**config.mk**
```make
export PLATFORM = sky130hd
export DESIGN_NAME = systolic
export DESIGN_NICKNAME = d
export VERILOG_FILES = /design/src/rtl/systolic.sv
export SDC_FILE = /design/constraint.sdc
export NUM_CORES = 1
export LEC_CHECK = 0
export BUFFER_PORTS_ARGS = -buffer_cell sky130_fd_sc_hd__buf_4
export CORE_MARGIN = 8
export CORE_UTILIZATION = 35
export DETAILED_ROUTE_END_ITERATION = 12
export SETUP_SLACK_MARGIN = 0.1
export SKIP_LAST_GASP = 1
export SLEW_MARGIN = 25
export SYNTH_ARGS = -nofsm -noshare
export SYNTH_HDL_FRONTEND = slang
export SYNTH_SLANG_ARGS = --single-unit
```
**constraint.sdc**
```tcl
create_clock -name clk -period 7.8 [get_ports clk]
set_clock_uncertainty 0.2 [all_clocks]
set_input_delay 1.56 -clock clk [delete_from_list [all_inputs] [get_ports clk]]
set_output_delay 1.56 -clock clk [all_outputs]
set_load 0.1 [all_outputs]
```
**src/rtl/systolic.sv**
```systemverilog
// Output-stationary SIZE x SIZE systolic multiply-accumulate array.
// Row operands shift east, column operands shift south; each PE keeps its own running sum.

module systolic_pe #(
   parameter int IN_WIDTH  = 8,
   parameter int OUT_WIDTH = 32
) (
   input  logic                 clk,
   input  logic                 reset,
   input  logic [IN_WIDTH-1:0]  a_west,
   input  logic                 va_west,
   input  logic [IN_WIDTH-1:0]  b_north,
   input  logic                 vb_north,
   output logic [IN_WIDTH-1:0]  a_r,
   output logic                 va_r,
   output logic [IN_WIDTH-1:0]  b_r,
   output logic                 vb_r,
   output logic [OUT_WIDTH-1:0] acc
);

   localparam int PROD_W = 2 * IN_WIDTH;

   logic [PROD_W-1:0] prod;
   logic              pv;

   // Operands move on every edge whether or not they are valid; only pv gates the sum.
   always_ff @(posedge clk or negedge reset) begin
      if (!reset) begin
         a_r  <= '0;
         va_r <= 1'b0;
         b_r  <= '0;
         vb_r <= 1'b0;
         prod <= '0;
         pv   <= 1'b0;
         acc  <= '0;
      end else begin
         a_r  <= a_west;
         va_r <= va_west;
         b_r  <= b_north;
         vb_r <= vb_north;
         prod <= PROD_W'(a_r) * PROD_W'(b_r);
         pv   <= va_r & vb_r;
         if (pv)
            acc <= acc + OUT_WIDTH'(prod);
      end
   end

endmodule

module systolic #(
   parameter int SIZE      = 2,
   parameter int IN_WIDTH  = 8,
   parameter int OUT_WIDTH = 32
) (
   input  logic                 clk,
   input  logic                 reset,
   input  logic [IN_WIDTH-1:0]  a_in [SIZE],
   input  logic [SIZE-1:0]      valid_a,
   input  logic [IN_WIDTH-1:0]  b_in [SIZE],
   input  logic [SIZE-1:0]      valid_b,
   output logic [OUT_WIDTH-1:0] out [SIZE][SIZE]
);

   // a_net[i][j] is the west source of PE(i,j); column SIZE is the east edge of the array.
   logic [IN_WIDTH-1:0] a_net  [SIZE][SIZE+1];
   logic                va_net [SIZE][SIZE+1];
   // b_net[i][j] is the north source of PE(i,j); row SIZE is the south edge.
   logic [IN_WIDTH-1:0] b_net  [SIZE+1][SIZE];
   logic                vb_net [SIZE+1][SIZE];

   for (genvar k = 0; k < SIZE; k++) begin : g_edge
      assign a_net[k][0]  = a_in[k];
      assign va_net[k][0] = valid_a[k];
      assign b_net[0][k]  = b_in[k];
      assign vb_net[0][k] = valid_b[k];
   end

   for (genvar i = 0; i < SIZE; i++) begin : g_row
      for (genvar j = 0; j < SIZE; j++) begin : g_col
         systolic_pe #(
            .IN_WIDTH  (IN_WIDTH),
            .OUT_WIDTH (OUT_WIDTH)
         ) u_pe (
            .clk      (clk),
            .reset    (reset),
            .a_west   (a_net[i][j]),
            .va_west  (va_net[i][j]),
            .b_north  (b_net[i][j]),
            .vb_north (vb_net[i][j]),
            .a_r      (a_net[i][j+1]),
            .va_r     (va_net[i][j+1]),
            .b_r      (b_net[i+1][j]),
            .vb_r     (vb_net[i+1][j]),
            .acc      (out[i][j])
         );
      end
   end

endmodule

```
==> results of run 1 <==
==> registers in the layout (all words and copies together), names as in the netlist <==
| register | count |
|---|---|
| g_row.g_col.u_pe.a_r | 32 |
| g_row.g_col.u_pe.vb_r | 4 |
| g_row.g_col.u_pe.b_r | 32 |
| g_row.g_col.u_pe.pv | 4 |
| g_row.g_col.u_pe.va_r | 4 |
| g_row.g_col.u_pe.acc | 128 |
| g_row.g_col.u_pe.prod | 64 |
==> area by class of cell <==
cell class	instances	area [sq um]	share of cell area, %
clock buffer	49	1010	4.36
clock inverter	11	151	0.652
inverter	228	856	3.69
multi-input combinational	1390	12300	52.8
sequential	268	6710	28.9
tap	756	946	4.08
timing repair buffer	167	1270	5.49
==> cell usage in the layout (no fill, tap or decap), types with 6 or more instances in the layout <==
master and instances:
o211ai_1 7, clkbuf_1 8, xor2_1 29, nor2b_1 22
and2_1 215, a211oi_1 14, a21o_1 28, a31oi_1 12
nor4_1 9, inv_1 227, nand2_1 115, nand3_1 20
a31o_2 7, buf_4 165, and3_1 26, nor3_1 20
nand3b_1 6, nand4b_1 7, o21ai_0 43, o311ai_0 6
o31ai_1 8, o21bai_1 6, ha_1 208, a21oi_1 78
dfrtp_1 268, clkbuf_16 37, o21a_1 20, mux2_2 36
nand2b_1 12, fa_1 148, nand4_1 25, nor2_1 73
xnor2_1 108, and4_1 9, a21boi_0 6
==> per-stage QoR <==
| stage | total power [mW] | util, % |
|---|---|---|
| 2_1_floorplan | 6.67 | - |
| 4_1_cts | 9.64 | 41.2 |
| 3_3_place_gp | 7.81 | 39.2 |
| 5_1_grt | 10.3 | 41.2 |
| 3_5_place_dp | 7.92 | 39.2 |
| 6_report | 9.52 | 41.2 |
==> power by group through the flow <==
stage | clock network (mW) | logic (mW) | registers (mW)
after floorplan | 0 | 3.25 | 3.42
after global placement | 0 | 5.71 | 2.10
after detailed placement | 0 | 5.81 | 2.11
after CTS | 1.70 | 5.86 | 2.09
after global routing | 1.76 | 6.39 | 2.13
final | 1.64 | 5.80 | 2.08
==> worst max-delay path by stage <==
| stage | startpoint | end | slack (ns) | depth (start not counted) |
|---|---|---|---|---|
| 2_1_floorplan | g_row[0].g_col[1].u_pe.b_r[2] | g_row[0].g_col[1].u_pe.prod[15] | 3.28 | 17 |
| 3_3_place_gp | g_row[0].g_col[1].u_pe.b_r[2] | g_row[0].g_col[1].u_pe.prod[15] | 3.06 | 17 |
| 3_5_place_dp | g_row[0].g_col[1].u_pe.b_r[2] | g_row[0].g_col[1].u_pe.prod[15] | 2.98 | 17 |
| 6_report | g_row[0].g_col[1].u_pe.b_r[2] | g_row[0].g_col[1].u_pe.prod[15] | 2.98 | 17 |
| 4_1_cts | g_row[0].g_col[1].u_pe.b_r[2] | g_row[0].g_col[1].u_pe.prod[15] | 2.97 | 17 |
| 5_1_grt | g_row[0].g_col[1].u_pe.b_r[2] | g_row[0].g_col[1].u_pe.prod[15] | 2.72 | 17 |
==> synthesized netlist by cell type, types with 4 or more instances <==
cell type,n,share of area (%)
xnor2_1,108,4.8
o21ai_0,43,1.1
a31o_2,7,0.31
nand3b_1,6,0.23
o31a_1,5,0.22
nand2b_1,12,0.38
dfrtp_1,268,34
nor2_1,73,1.4
a21oi_1,78,2.0
mux2_2,36,2.0
clkbuf_1,8,0.15
a211oi_1,14,0.53
or3_1,5,0.16
and4_1,9,0.40
inv_1,227,4.3
nor4_1,9,0.28
nor2b_1,22,0.69
nand2_1,115,2.2
nor3_1,20,0.50
nand4b_1,7,0.31
o31ai_1,8,0.30
and2_1,215,6.8
fa_1,148,15
nand3_1,20,0.50
xor2_1,29,1.3
and3_1,26,0.82
a21o_1,28,1.1
nor3b_1,4,0.15
a21boi_0,6,0.23
ha_1,208,13
o21bai_1,6,0.23
or2_2,4,0.13
o311ai_0,6,0.26
o21a_1,20,0.76
o2bb2ai_1,4,0.18
nand4_1,25,0.79
o211ai_1,7,0.26
a2111oi_0,4,0.18
a31oi_1,12,0.38
==> routing by layer <==
metal | GRT usage [%] | up-vias | share of wire (%)
li1 | - | 6782 | -
met1 | 17.9 | 6996 | 46
met2 | 23.3 | 227 | 48
met3 | 2.72 | 52 | 4.7
met4 | 3.58 | 0 | 1.7
met5 | 0 | - | 0
==> critical path, stage by stage, from the launching register on <==
cell	delay (ns)
dfrtp_1	0.46
and2_1	0.22
fa_1	0.53
inv_1	0.05
fa_1	0.53
inv_1	0.05
fa_1	0.47
inv_1	0.05
fa_1	0.47
inv_1	0.04
ha_1	0.31
o21a_1	0.12
o31a_1	0.12
o211ai_1	0.23
a21oi_1	0.13
a2111oi_2	0.44
a21oi_1	0.14
xnor2_1	0.15
==> logic make-up (layout without fill, tap and decap cells) <==
group	Yosys count	count (layout)
simple gates	578	578
buf+inv	242	455
xor+xnor	137	137
mux	38	38
fa+ha+maj	356	356
flops	268	268
compound gates	281	281
==> results.cfg, run 1 <==
[outcome]
outcome = finished clean

[place]
portBuffers = 165
pre_cts_ws_ns = 2.98
placed_area_sq_um = 22000
dp.cells = 2809
globalplace.congestion = 0.828
post-dp-hpwl_mm = 33.5

[clocking]
numCtsBuffers = 35
root_buffer = clkbuf_16
clk_latency_ns = 0.55
cts_htree_levels = 2
cts_resized = 0
cts_max_path_buffers = 3
post_cts_buffers = 0
cts_tree = yes
clock-sinks = 268
holdBufCountCts = 0
clkTransAtPathRegs_ns = 0.05

[worst_setup_path]
reg2reg_depth = 17
rrSetupSlack_ns = 2.98
r2r-end = g_row[0].g_col[1].u_pe.prod[15]
crit_required_ns = 8.02
path_class = register to register
endpoint_kind = register
crit_path_start_kind = register
critical_path.max_fanout = 9
worstPathArrival_ns = 5.04
reg2reg_from = g_row[0].g_col[1].u_pe.b_r[2]

[cells_and_area]
fin_cells = 2869
layout.nets = 2484
area_growth_syn_to_layout_pct = 16.7
antenna_cells = 0
fillers = 5480
layout-drive-gt1-share_pct = 13.2
design_area_sq_um = 23200

[route]
antenna_left = 0
via_per_inst = 4.90
drcViolationCount = 0
vias = 14100
initialDrtViolationCount = 425
drt_pass1_iterations = 5
wl_per_cell_um = 15.1
postRouteWirelength_mm = 43.4

[synthesis]
synth-simple-area-share_pct = 15.9
syn_inst = 1900
synth_cell_types = 75
synth_nets = 2294
async_reset_ff_share_pct = 100
avgSynthCellArea_sq_um = 10.5
synth_compound_area_share_pct = 9.59
synth_xor_area_share_pct = 6.04
synth-seq-area-share_pct = 33.7
synth-adder-area-share_pct = 28.0
yosysWarningCount = 0
synth_seq_cells = 268
yosys-mux-area-fraction_pct = 2.14
syn-cell-area_sq_um = 19900
synth_top_family_by_area = adder cells
ys.flop_type = dfrtp_1
synth_edf_count = 0

[global_routing]
gr-usage-all-layers_pct = 13.8
grt_pass1_vias = 14800
overflow = 0
antenna_found_initial = 1
grt_max_degree = 161
grt_pass1_wl_mm = 74.3

[timing]
finalWorstSetupSlack_ns = 2.98
slew_violations = 0
rsz0062_at_grt = false
slew_headroom_pct = 36.3
fin_tns_setup_ns = 0
min_period_ns = 4.82
fin_crit_sh_pct = 61.8
tightest_slew_ns = 0.956
finalSetupViolations = 0
hold_viol_final = 0
fmax_mhz = 207
timing.hold.ws_ns = 0.187

[floorplanning]
die_y_um = 254
die_x_um = 254
core_sq_um = 56300
die-area_sq_um = 64700
ios = 166
start_util_pct = 35.3
rows = 87

[power_and_ir_drop]
p_seq_share_pct = 21.8
comb_power_share_pct = 61.0
leakage_nw = 11.3
swShare_pct = 49.0
intPower_mw = 4.85
peakVddDrop_uv = 299
switchingPower_mw = 4.67
power_density_nw_per_um2 = 410
power_frac_clock_pct = 17.2

[min_path]
min_to = g_row[0].g_col[1].u_pe.va_r
whs_path_depth = 0
min_path_type = register to register
min_from = g_row[0].g_col[0].u_pe.va_r

[job]
cap_violations = 0
(Power assumes the default switching activity.)
==> run 2, diff against run 1 <==
clock period = 4.25 ns   (was 7.8 ns; I/O delays follow)
==> run 2 against run 1 <==
  * The flow now finishes with violations (negative setup slack)
  * Core utilization grew 4.8 points
  * Hold slack lost 0.055 ns
  * Wire length up 8.0%
  * Worst setup slack lost 3.2 ns
==> results.cfg, run 2 (synthesized netlist as in run 1, its figures left out) <==
[worst_setup_path]
path_class = register to register
path_buf_inv = 3
r2r-end = g_row[0].g_col[1].u_pe.prod[15]
worstPathArrival_ns = 4.69
cpPeakStageDelay_ns = 0.51
crit_path_start_kind = register
cp_top_family = adder cells
crit_chain = buf_6 > and2_4 > fa_2 > fa_1 > inv_1 > fa_1 > fa_1 > inv_2 > ha_4 > o21a_1 > o31a_1 > o211ai_1 > a21oi_2 > a2111oi_4 > a21oi_2 > xnor2_1
critical_path.max_fanout = 4
path_common_cell = fa_1
endpoint_kind = register
reg2reg_from = g_row[0].g_col[1].u_pe.b_r[4]
cpMaxStageDelayCell = fa_1
rrSetupSlack_ns = -0.21
crit_path_start = g_row[0].g_col[1].u_pe.b_r[4]
reg2reg_depth = 16
crit_required_ns = 4.48

[power_and_ir_drop]
peakVddDrop_uv = 659
leakage_nw = 12.4
power_density_nw_per_um2 = 747

[cells_and_area]
reg_top3 = g_row.g_col.u_pe.acc x128, g_row.g_col.u_pe.prod x64
top_register = g_row.g_col.u_pe.acc
largest_reg_flops = 128
layout.nets = 2688
final_common_cell = buf_4
layout-drive-gt1-share_pct = 29.8
mostFrequentLayoutCells = buf_4, dfrtp_1, inv_1
fillers = 5159
design_area_sq_um = 25900
antenna_cells = 0
utilization_pct = 46.0
area_growth_syn_to_layout_pct = 30.3

[clocking]
clock-sinks = 268
numCtsBuffers = 34
clkTransAtPathRegs_ns = 0.07
cts_htree_levels = 2
root_buffer = clkbuf_16
cts_max_path_buffers = 3
clk_latency_ns = 0.56
holdBufCountCts = 0
cts_tree = yes

[outcome]
outcome = complete, but fails checks
failed_checks = negative setup slack

[timing]
slew_headroom_pct = 43.0
finalSetupViolations = 2
rsz0062_at_grt = true
tightest_slew_ns = 0.856
slew_violations = 0
hold_viol_final = 0
fmax_mhz = 224
finalWorstSetupSlack_ns = -0.206
fin_crit_sh_pct = 105
min_period_ns = 4.46

[route]
postRouteWirelength_mm = 46.9
drt_pass1_iterations = 4
wl_per_cell_um = 15.2
drcViolationCount = 0
initialDrtViolationCount = 440
antenna_left = 0
vias = 14800
via_per_inst = 4.80

[global_routing]
overflow = 0
grt_most_used_layer = met2
grt_pass1_vias = 15800
grt_pass1_wl_mm = 77.6
gr-usage-all-layers_pct = 14.4
met2_usage_pct = 25.0
grtUsageMet1_pct = 18.6
grt_max_degree = 102
antenna_found_initial = 1
met3_usage_pct = 2.39

[place]
post-dp-hpwl_mm = 35.5
globalplace.congestion = 0.849
portBuffers = 165
placed_area_sq_um = 23100
pre_cts_ws_ns = -0.341

[job]
cap_violations = 0

[floorplanning]
ios = 166
die_y_um = 254
start_util_pct = 35.3
die_x_um = 254
rows = 87
core_sq_um = 56300
die-area_sq_um = 64700

[min_path]
min_path_type = input port to async pin
run 2: cell types whose count changed in the layout (fill, tap and decap cells not counted), moves of 26 or more:
cell	before	now
dfrtp_1	268	238
ha_4	0	26
and2_4	0	30
buf_4	165	337
and2_1	215	185
ha_1	208	181
buf_6	0	32
dfrtp_2	0	30
run 2: metrics by stage:
stage	std cells	setup TNS [ns]	hold slack [ns]	power, mW
2_1_floorplan	1900	-0.131	0.146	12.3
3_3_place_gp	2943	-1.42	0.171	14.9
3_5_place_dp	2943	-2.62	0.183	15.1
4_1_cts	3053	-0.550	0.158	18.6
5_1_grt	3076	-1.35	0.167	20.8
6_report	3076	-0.390	0.132	19.3
run 2: how the worst max path moves through the flow:
stage          slack, ns  cells after the start                               to
4_1_cts            -0.26                     17  g_row[0].g_col[1].u_pe.prod[15]
5_1_grt            -0.38                     17  g_row[0].g_col[1].u_pe.prod[15]
3_5_place_dp       -0.34                     16  g_row[0].g_col[1].u_pe.prod[15]
6_report           -0.21                     16  g_row[0].g_col[1].u_pe.prod[15]
3_3_place_gp       -0.21                     17  g_row[0].g_col[1].u_pe.prod[15]
2_1_floorplan      -0.13                     17  g_row[0].g_col[1].u_pe.prod[15]
run 2: metal layers:
metal	vias to the layer above	part of all wire, %	wire, um
li1	7185	-	-
met1	7302	45	21000
met2	214	49	23100
met3	65	4.0	1870
met4	0	1.9	901
met5	-	0	0
run 2: what timing repair did:
action	4_1_cts	5_1_grt
setup endpoints to repair	28	29
pin swaps	94	137
setup buffers	48	27
gates resized for setup	121	161
run 2: where the power goes:
group / switching (mW) / total, mW / internal [mW]
sequential: 0.539 / 3.78 / 3.24
clock: 1.20 / 3.02 / 1.83
combinational: 7.55 / 12.5 / 5.00
total: 9.28 / 19.3 / 10.1
run 2: final cells by class:
class | instances | area [sq um] | area share [%]
clock buffers | 43 | 935 | 3.61
repair buffers | 372 | 2950 | 11.4
inverters | 228 | 856 | 3.31
flip-flops and latches | 268 | 6740 | 26.0
well taps | 756 | 946 | 3.65
multi-input cells | 1390 | 13200 | 51.1
clock inverters | 19 | 246 | 0.952
